## src/rtl/otter_mem_arbiter_pkg.sv

```systemverilog
// Shared types for the OTTER memory arbiter: FSM state, grant owner and the
// memory command bundle driven onto the single-ported memory.
package otter_arb_pkg;

  typedef enum logic {
    ARB_IDLE = 1'b0,
    ARB_WAIT = 1'b1
  } arb_state_t;

  typedef enum logic {
    OWN_IF = 1'b0,
    OWN_D  = 1'b1
  } arb_owner_t;

  localparam int MAX_MEM_LAT = 4;

  typedef struct packed {
    logic        en;
    logic        we;
    logic [31:0] addr;
    logic [31:0] wdata;
    logic [1:0]  size;
    logic        sign;
  } mem_cmd_t;

  // Instruction fetches are always full-word, unsigned reads.
  function automatic mem_cmd_t fetch_cmd(input logic [31:0] addr);
    mem_cmd_t c;
    c       = '0;
    c.en    = 1'b1;
    c.addr  = addr;
    c.size  = 2'b10;
    return c;
  endfunction

  function automatic mem_cmd_t data_cmd(input logic        we,
                                        input logic [31:0] addr,
                                        input logic [31:0] wdata,
                                        input logic [1:0]  size,
                                        input logic        sign);
    mem_cmd_t c;
    c.en    = 1'b1;
    c.we    = we;
    c.addr  = addr;
    c.wdata = wdata;
    c.size  = size;
    c.sign  = sign;
    return c;
  endfunction

endpackage

```

## src/rtl/otter_mem_arbiter_if.sv

```systemverilog
// Command/response bus between the arbiter and the single-ported,
// synchronous-read memory. The arbiter is the master.
interface otter_mem_arbiter_if;
  logic        en;
  logic        we;
  logic [31:0] addr;
  logic [31:0] wdata;
  logic [1:0]  size;
  logic        sign;
  logic [31:0] rdata;

  modport master (
    output en, we, addr, wdata, size, sign,
    input  rdata
  );

  modport slave (
    input  en, we, addr, wdata, size, sign,
    output rdata
  );
endinterface

```

## src/rtl/otter_mem_arbiter_starve.sv

```systemverilog
// Starvation counter: counts data grants that beat a waiting fetch and
// raises force_fetch once STARVE_MAX such grants have happened in a row.
module arb_starve_ctr #(
  parameter int STARVE_MAX = 3
) (
  input  logic clk,
  input  logic rst,
  input  logic data_contested,
  input  logic fetch_grant,
  output logic force_fetch
);

  localparam logic [3:0] LIMIT = 4'(STARVE_MAX);

  logic [3:0] count;

  always_ff @(posedge clk) begin
    if (rst) begin
      count <= 4'd0;
    end else if (fetch_grant) begin
      count <= 4'd0;
    end else if (data_contested && (count != LIMIT)) begin
      count <= count + 4'd1;
    end
  end

  assign force_fetch = (count == LIMIT);

endmodule

```

## src/rtl/otter_mem_arbiter.sv

```systemverilog
// Fetch/data arbiter for one single-ported synchronous-read memory.
// Optional fetch starvation guard enabled by defining ARB_STARVE_GUARD_EN.
module otter_mem_arbiter
  import otter_arb_pkg::*;
#(
  parameter int MEM_LAT    = 1,
  parameter int STARVE_MAX = 3
) (
  input  logic                CLK,
  input  logic                RESET,
  input  logic                IF_REQ,
  input  logic [31:0]         IF_ADDR,
  output logic [31:0]         IF_RDATA,
  output logic                IF_VALID,
  output logic                STALL_IF,
  input  logic                D_RE,
  input  logic                D_WE,
  input  logic [31:0]         D_ADDR,
  input  logic [31:0]         D_WDATA,
  input  logic [1:0]          D_SIZE,
  input  logic                D_SIGN,
  output logic [31:0]         D_RDATA,
  output logic                D_VALID,
  output logic                STALL_MEM,
  otter_mem_arbiter_if.master m,
  output arb_state_t          dbg_state
);

  // Handshake: a requester raises its request and holds it until its VALID
  // pulse; VALID is a single-cycle pulse exactly MEM_LAT cycles after the
  // grant, and the request is not eligible again during that pulse cycle.
  localparam int         LAT_CLAMP = (MEM_LAT > MAX_MEM_LAT) ? MAX_MEM_LAT :
                                     (MEM_LAT < 1) ? 1 : MEM_LAT;
  localparam logic [2:0] LAT       = 3'(LAT_CLAMP);

  arb_state_t state, next_state;
  arb_owner_t owner, next_owner;
  logic [2:0] cnt, next_cnt;

  logic     resp;
  logic     issue;
  logic     d_req;
  logic     if_elig;
  logic     d_elig;
  logic     force_fetch;
  logic     grant_d;
  logic     grant_if;
  mem_cmd_t cmd;

  assign resp    = (state == ARB_WAIT) && (cnt == 3'd1);
  assign issue   = (state == ARB_IDLE) || resp;
  assign d_req   = D_RE | D_WE;
  assign if_elig = IF_REQ && !(resp && (owner == OWN_IF));
  assign d_elig  = d_req  && !(resp && (owner == OWN_D));

  assign grant_d  = !RESET && issue && d_elig && !(if_elig && force_fetch);
  assign grant_if = !RESET && issue && if_elig && !grant_d;

`ifdef ARB_STARVE_GUARD_EN
  arb_starve_ctr #(
    .STARVE_MAX (STARVE_MAX)
  ) u_starve (
    .clk            (CLK),
    .rst            (RESET),
    .data_contested (grant_d && if_elig),
    .fetch_grant    (grant_if),
    .force_fetch    (force_fetch)
  );
`else
  localparam int unused_starve_max = STARVE_MAX;
  assign force_fetch = 1'b0;
`endif

  always_ff @(posedge CLK) begin
    if (RESET) begin
      state <= ARB_IDLE;
      owner <= OWN_IF;
      cnt   <= 3'd0;
    end else begin
      state <= next_state;
      owner <= next_owner;
      cnt   <= next_cnt;
    end
  end

  always_comb begin
    next_state = state;
    next_owner = owner;
    next_cnt   = cnt;
    cmd        = '0;
    IF_VALID   = 1'b0;
    D_VALID    = 1'b0;
    IF_RDATA   = 32'd0;
    D_RDATA    = 32'd0;

    if (grant_d) begin
      cmd = data_cmd(D_WE, D_ADDR, D_WDATA, D_SIZE, D_SIGN);
    end else if (grant_if) begin
      cmd = fetch_cmd(IF_ADDR);
    end

    // Response pulse; RESET suppresses it so an in-flight access is dropped.
    if (!RESET && resp) begin
      if (owner == OWN_IF) begin
        IF_VALID = 1'b1;
        IF_RDATA = m.rdata;
      end else begin
        D_VALID  = 1'b1;
        D_RDATA  = m.rdata;
      end
    end

    if (grant_d || grant_if) begin
      next_state = ARB_WAIT;
      next_owner = grant_d ? OWN_D : OWN_IF;
      next_cnt   = LAT;
    end else if (state == ARB_WAIT) begin
      if (cnt > 3'd1) begin
        next_cnt   = cnt - 3'd1;
      end else begin
        next_state = ARB_IDLE;
        next_cnt   = 3'd0;
      end
    end
  end

  assign m.en    = cmd.en;
  assign m.we    = cmd.we;
  assign m.addr  = cmd.addr;
  assign m.wdata = cmd.wdata;
  assign m.size  = cmd.size;
  assign m.sign  = cmd.sign;

  assign STALL_IF  = !RESET && IF_REQ && !IF_VALID;
  assign STALL_MEM = !RESET && d_req  && !D_VALID;
  assign dbg_state = RESET ? ARB_IDLE : state;

endmodule
```

## src/flat_wrapper.sv

```systemverilog
// flat-port wrapper written by rule: the top's interface ports become plain ports
module otter_mem_arbiter_flat import otter_arb_pkg::*;
#(
  parameter int MEM_LAT    = 1,
  parameter int STARVE_MAX = 3
)
  (CLK, RESET, IF_REQ, IF_ADDR, IF_RDATA, IF_VALID, STALL_IF, D_RE, D_WE, D_ADDR, D_WDATA, D_SIZE, D_SIGN, D_RDATA, D_VALID, STALL_MEM, dbg_state, m_en, m_we, m_addr, m_wdata, m_size, m_sign, m_rdata);
  otter_mem_arbiter_if m_i ();
  input  logic CLK;
  input  logic RESET;
  input  logic IF_REQ;
  input  logic [31:0] IF_ADDR;
  output logic [31:0] IF_RDATA;
  output logic IF_VALID;
  output logic STALL_IF;
  input  logic D_RE;
  input  logic D_WE;
  input  logic [31:0] D_ADDR;
  input  logic [31:0] D_WDATA;
  input  logic [1:0] D_SIZE;
  input  logic D_SIGN;
  output logic [31:0] D_RDATA;
  output logic D_VALID;
  output logic STALL_MEM;
  output arb_state_t dbg_state;
  output wire logic [$bits(m_i.en)-1:0] m_en;
  output wire logic [$bits(m_i.we)-1:0] m_we;
  output wire logic [$bits(m_i.addr)-1:0] m_addr;
  output wire logic [$bits(m_i.wdata)-1:0] m_wdata;
  output wire logic [$bits(m_i.size)-1:0] m_size;
  output wire logic [$bits(m_i.sign)-1:0] m_sign;
  input wire logic [$bits(m_i.rdata)-1:0] m_rdata;
  assign m_en = m_i.en;
  assign m_we = m_i.we;
  assign m_addr = m_i.addr;
  assign m_wdata = m_i.wdata;
  assign m_size = m_i.size;
  assign m_sign = m_i.sign;
  assign m_i.rdata = m_rdata;
  otter_mem_arbiter #(.MEM_LAT(MEM_LAT), .STARVE_MAX(STARVE_MAX)) u_core (.CLK(CLK), .RESET(RESET), .IF_REQ(IF_REQ), .IF_ADDR(IF_ADDR), .IF_RDATA(IF_RDATA), .IF_VALID(IF_VALID), .STALL_IF(STALL_IF), .D_RE(D_RE), .D_WE(D_WE), .D_ADDR(D_ADDR), .D_WDATA(D_WDATA), .D_SIZE(D_SIZE), .D_SIGN(D_SIGN), .D_RDATA(D_RDATA), .D_VALID(D_VALID), .STALL_MEM(STALL_MEM), .m(m_i), .dbg_state(dbg_state));
endmodule
```

## config.mk

```make
export PLATFORM = sky130hd
export DESIGN_NAME = otter_mem_arbiter_flat
export DESIGN_NICKNAME = d
export VERILOG_FILES = /design/src/rtl/otter_mem_arbiter_pkg.sv /design/src/rtl/otter_mem_arbiter_if.sv /design/src/rtl/otter_mem_arbiter_starve.sv /design/src/rtl/otter_mem_arbiter.sv /design/src/flat_wrapper.sv
export SDC_FILE = /design/constraint.sdc
export NUM_CORES = 1
export LEC_CHECK = 0
export CORE_AREA = 5 5 104 106
export DETAILED_ROUTE_END_ITERATION = 10
export DIE_AREA = 0 0 109 111
export HOLD_SLACK_MARGIN = 0.08
export PLACE_DENSITY = 0.62
export SKIP_LAST_GASP = 1
export SLEW_MARGIN = 30
export SYNTH_ARGS = -nofsm -noshare
export SYNTH_HDL_FRONTEND = slang
export SYNTH_SLANG_ARGS = --single-unit
```

## constraint.sdc

```tcl
create_clock -name CLK -period 3.1 [get_ports CLK]
set_input_delay 0.93 -clock CLK [delete_from_list [all_inputs] [get_ports CLK]]
set_output_delay 0.93 -clock CLK [all_outputs]
set_load 0.01 [all_outputs]
```

Word level (Yosys, flattened, before mapping)
Cells that the tools add are included.

storage, ports and cells
  register bits after elaboration = 5
  output and inout port bits = 138

operators by class
  add/sub/neg operators = 1
  bitwise operators = 3
  mux-type cells = 18
  eq/ne operators = 1
  order comparisons = 1
  reductions and logical operators = 24

operator list
  operator               number
  $mux W69               2
  $mux W32               4
  $logic_and A1 B1 Y1    14
  $mux W1                11
  $logic_not A1 Y1       6
  $eq A3 B1 Y1 const B   1
  $gt A3 B1 Y1 const B   1
  $mux W3                1
  $sub A3 B1 Y3 const B  1
  $logic_or A1 B1 Y1     2
  $not A1 Y1             2
  $reduce_bool A2 Y1     1
  $reduce_or A2 Y1       1
  $or A1 B1 Y1           1

Longest topological paths before layout
  word-level depth = 10
  mapped depth = 9
  gate-level depth less buffers = 6

Least setup slack after synthesis
OpenSTA, ideal clock, no wires.

  path type = input port to output port
  start point = input port RESET
  end point = output port IF_RDATA[22]
  required time = 2.170 ns
  setup slack = 0.241 ns
  cell stages on the path = 4
  data arrival time = 1.929 ns
  path through = buf_2 nor4_2 clkbuf_1 and2_1

between the ends
  longest elaborated chain between the ends = 3

RTL lines
  element              line                      RTL
  start, declared      flat_wrapper.sv:10        input logic RESET;
  $logic_not A1 Y1     otter_mem_arbiter.sv:103  if (!RESET && resp) begin
  $logic_and A1 B1 Y1  otter_mem_arbiter.sv:103
  $mux W32             otter_mem_arbiter.sv:103
  end, declared        flat_wrapper.sv:13        output logic [31:0] IF_RDATA;

No other way between the ends.

Final worst setup path
  start point = input port RESET
  end point = output port m_wdata[14]

between the ends
  longest elaborated chain between the ends = 4

RTL lines
  element                            line                     RTL
  $logic_not A1 Y1                   otter_mem_arbiter.sv:56  assign grant_d = !RESET && issue && d_elig && !(if_elig && force_fetch);
  $logic_and A1 B1 Y1 (2 in series)  otter_mem_arbiter.sv:56
  $mux W69                           otter_mem_arbiter.sv:96  if (grant_d) begin
  end, declared                      flat_wrapper.sv:29       output wire logic [$bits(m_i.wdata)-1:0] m_wdata;

No other way between the ends.

==> qor.txt <==
grt ovf -> 0
Slew headroom -> 84.8%
share of post-route cells with drive strength above 1 -> 25.8%
Min Hold Slack -> 0.589 ns
Clk Latency, worst-skew pair -> 0.22 ns
top_reg_cell synth -> dfxtp_1
Max Slew Vio Count -> 0
CTS root buf -> clkbuf_8
vias in the first global route -> 2779
Req. time, crit path -> 2.17 ns
critical path arrival -> 2.15 ns
crit path max-delay cell type -> nor3b_4
Register Area -> 100 µm²
Cell Rows -> 36
Clock Sinks -> 5
core area -> 9680 µm²
via count -> 2691
Yosys top cell by area -> and2_1
crit path cell chain -> buf_4, buf_6, nor3b_4, buf_6, buf_12, buf_16, and2_1, clkdlybuf4s15_2
largest net degree at the start of global routing -> 35
CP startpoint kind -> input pin
Synth Instances -> 206
initial antenna violation count -> 0
CTS tree -> done
Die Area -> 12100 µm²
dpl ws -> -0.683 ns
warning count from the yosys run -> 0
multi-input logic area -> 1310 µm²
clock buffer count from CTS -> 3
CTS Buffer Depth -> 2
final setup margin -> 0.0238 ns
worst min path class -> reg -> reg
clk_skew -> 0.000646 ns
Commonest cells post-synth -> and2_1, a32o_1, clkbuf_1
RePlAce Congestion -> 0.775
LEAKAGE -> 2.21 nW
final hold vios -> 0
Initial DRT Pass Iterations -> 4
Slowest Stage Delay on Critical Path -> 0.23 ns
Tmin final -> 3.08 ns
status -> finished, final reports clean
DRC errors left -> 0
number of nets in the layout -> 635
FF+latch count, synth -> 5
Routed wire per std cell -> 18.1 µm
top cells by area, synth -> and2_1, a32o_1, dfxtp_1
chip height -> 111 µm
Max-cap violations -> 0
Detailed Place HPWL -> 8480 µm
fill count -> 964
placed insts -> 605
Die Wd -> 109 µm
max frequency -> 325 MHz
synthesized cell area -> 1480 µm²
post-route insts no fill -> 629
CP Max Fanout -> 6
DRT iter0 DRCs -> 153
hold_buf cts -> 0
count leader, synth -> and2_1
Post-synth EDFFs -> 0
RSZ-0062 raised after global routing -> yes
Area Growth Syn to Fin -> 210%
GRT Resource Usage Total -> 17.0%
post-synthesis sequential area ratio -> 6.75%
# diodes -> 0
first-pass GRT wire length -> 16000 µm
setup tns final -> 0 ns
syn nets -> 344
Setup CP Type -> in -> out
top-level I/O count -> 274
final core occ -> 47.4%
post-synth top area share -> 41.8%
Avg Inst Size Synth -> 7.20 µm²
Synth cell types -> 33
final setup violation count -> 0
pwr dens -> 192 nW/µm²
H-tree Lvls -> 1
WL final -> 11400 µm
worst-margin pin slew -> 0.226 ns
Reg clk slew, reported paths -> 0.03 ns
ANT nets after route -> 0
Port Buffers -> 273
most frequent CP cell -> buf_6
Initial Util -> 15.3%
Post-synth ARST share -> 0%
vias per cell -> 4.28
crit end category -> output port
final worst path period share -> 99.2%
worst vdd ir -> 0.0000829 V
[final timing paths]
path                                     end                        from  slack (ns)  cells past startpoint
setup / recovery                 m_wdata[14]                       RESET        0.02                      8
hold / removal    u_core.cnt[1]$_SDFFE_PP0P_  u_core.cnt[1]$_SDFFE_PP0P_        0.59                      2
setup reg to reg  u_core.cnt[0]$_SDFFE_PP0P_  u_core.cnt[1]$_SDFFE_PP0P_        1.68                      7
hold reg to reg   u_core.cnt[1]$_SDFFE_PP0P_  u_core.cnt[1]$_SDFFE_PP0P_        0.59                      2
[per-stage QoR]
stage               cell area [µm²]  power [mW]
floorplan                      1480       0.305
global placement               4450       0.708
detailed placement             4450       0.713
CTS                            4730       0.900
global route                   4590       0.938
finish                         4590       0.881
[state kept, by name, summed over array words and instances, names as in the netlist]
signal / cells
u_core.state: 1
u_core.cnt: 3
u_core.owner: 1
[power breakdown]
part / total (mW) / internal, mW / leakage, nW / switching, mW
clock network: 0.119 / 0.0882 / 0.0228 / 0.0311
registers: 0.0789 / 0.0708 / 0.0413 / 0.00807
logic: 0.683 / 0.416 / 2.15 / 0.267
[critical path: cells and delay by family]
kind,cells,cell delay [ns]
buf+inv,6,0.86
simple gates,2,0.36
[cells in the final DEF (no fill, tap or decap), types with 2 or more instances in the layout]
| cell type | instances |
|---|---|
| clkbuf_8 | 3 |
| nor2b_1 | 3 |
| nand2_1 | 3 |
| dlymetal6s2s_1 | 2 |
| buf_6 | 8 |
| nand2b_4 | 2 |
| clkdlybuf4s15_1 | 13 |
| inv_1 | 3 |
| o21ai_0 | 3 |
| a21oi_1 | 5 |
| nor3_1 | 2 |
| clkbuf_2 | 27 |
| a32o_1 | 31 |
| dfxtp_1 | 5 |
| clkdlybuf4s50_1 | 133 |
| dlygate4sd2_1 | 51 |
| buf_4 | 16 |
| and2_1 | 98 |
| buf_12 | 11 |
| nand3_1 | 2 |
| nor2_1 | 5 |
| buf_2 | 30 |
| clkdlybuf4s15_2 | 11 |
| buf_16 | 6 |
[what timing repair did]
| item | in CTS | in global routing |
|---|---|---|
| setup endpoints to repair | 138 | 93 |
| cloned | 9 | 1 |
| gates resized for setup | 304 | 73 |
| hold endpoints to repair | 0 | 0 |
| pin swaps | 7 | 4 |
| buffers inserted | 12 | 2 |
[logic make-up (layout without fill, tap and decap cells)]
group,count (synthesis),in the layout,synth area share (%)
flops,5,5,6.75
simple gates,124,124,52.2
compound gates,48,48,29.9
mux,1,1,0.759
fa+ha+maj,2,2,1.69
buf+inv,26,316,8.78
[area by class of cell]
type	instances	share of cell area [%]
Clock buffer	4	0.981
Inverter	3	0.245
Multi-Input combinational cell	175	28.4
Sequential cell	5	2.18
Tap cell	133	3.62
Timing Repair Buffer	309	64.5
[routing by layer]
metal	vias to the layer above	routed length (µm)	GRT usage (%)
li1	1310	-	-
met1	1209	4050	17.4
met2	161	5980	33.1
met3	11	1260	5.30
met4	0	113	3.03
met5	-	0	0
No activity file was read; power rests on OpenSTA's default activity.
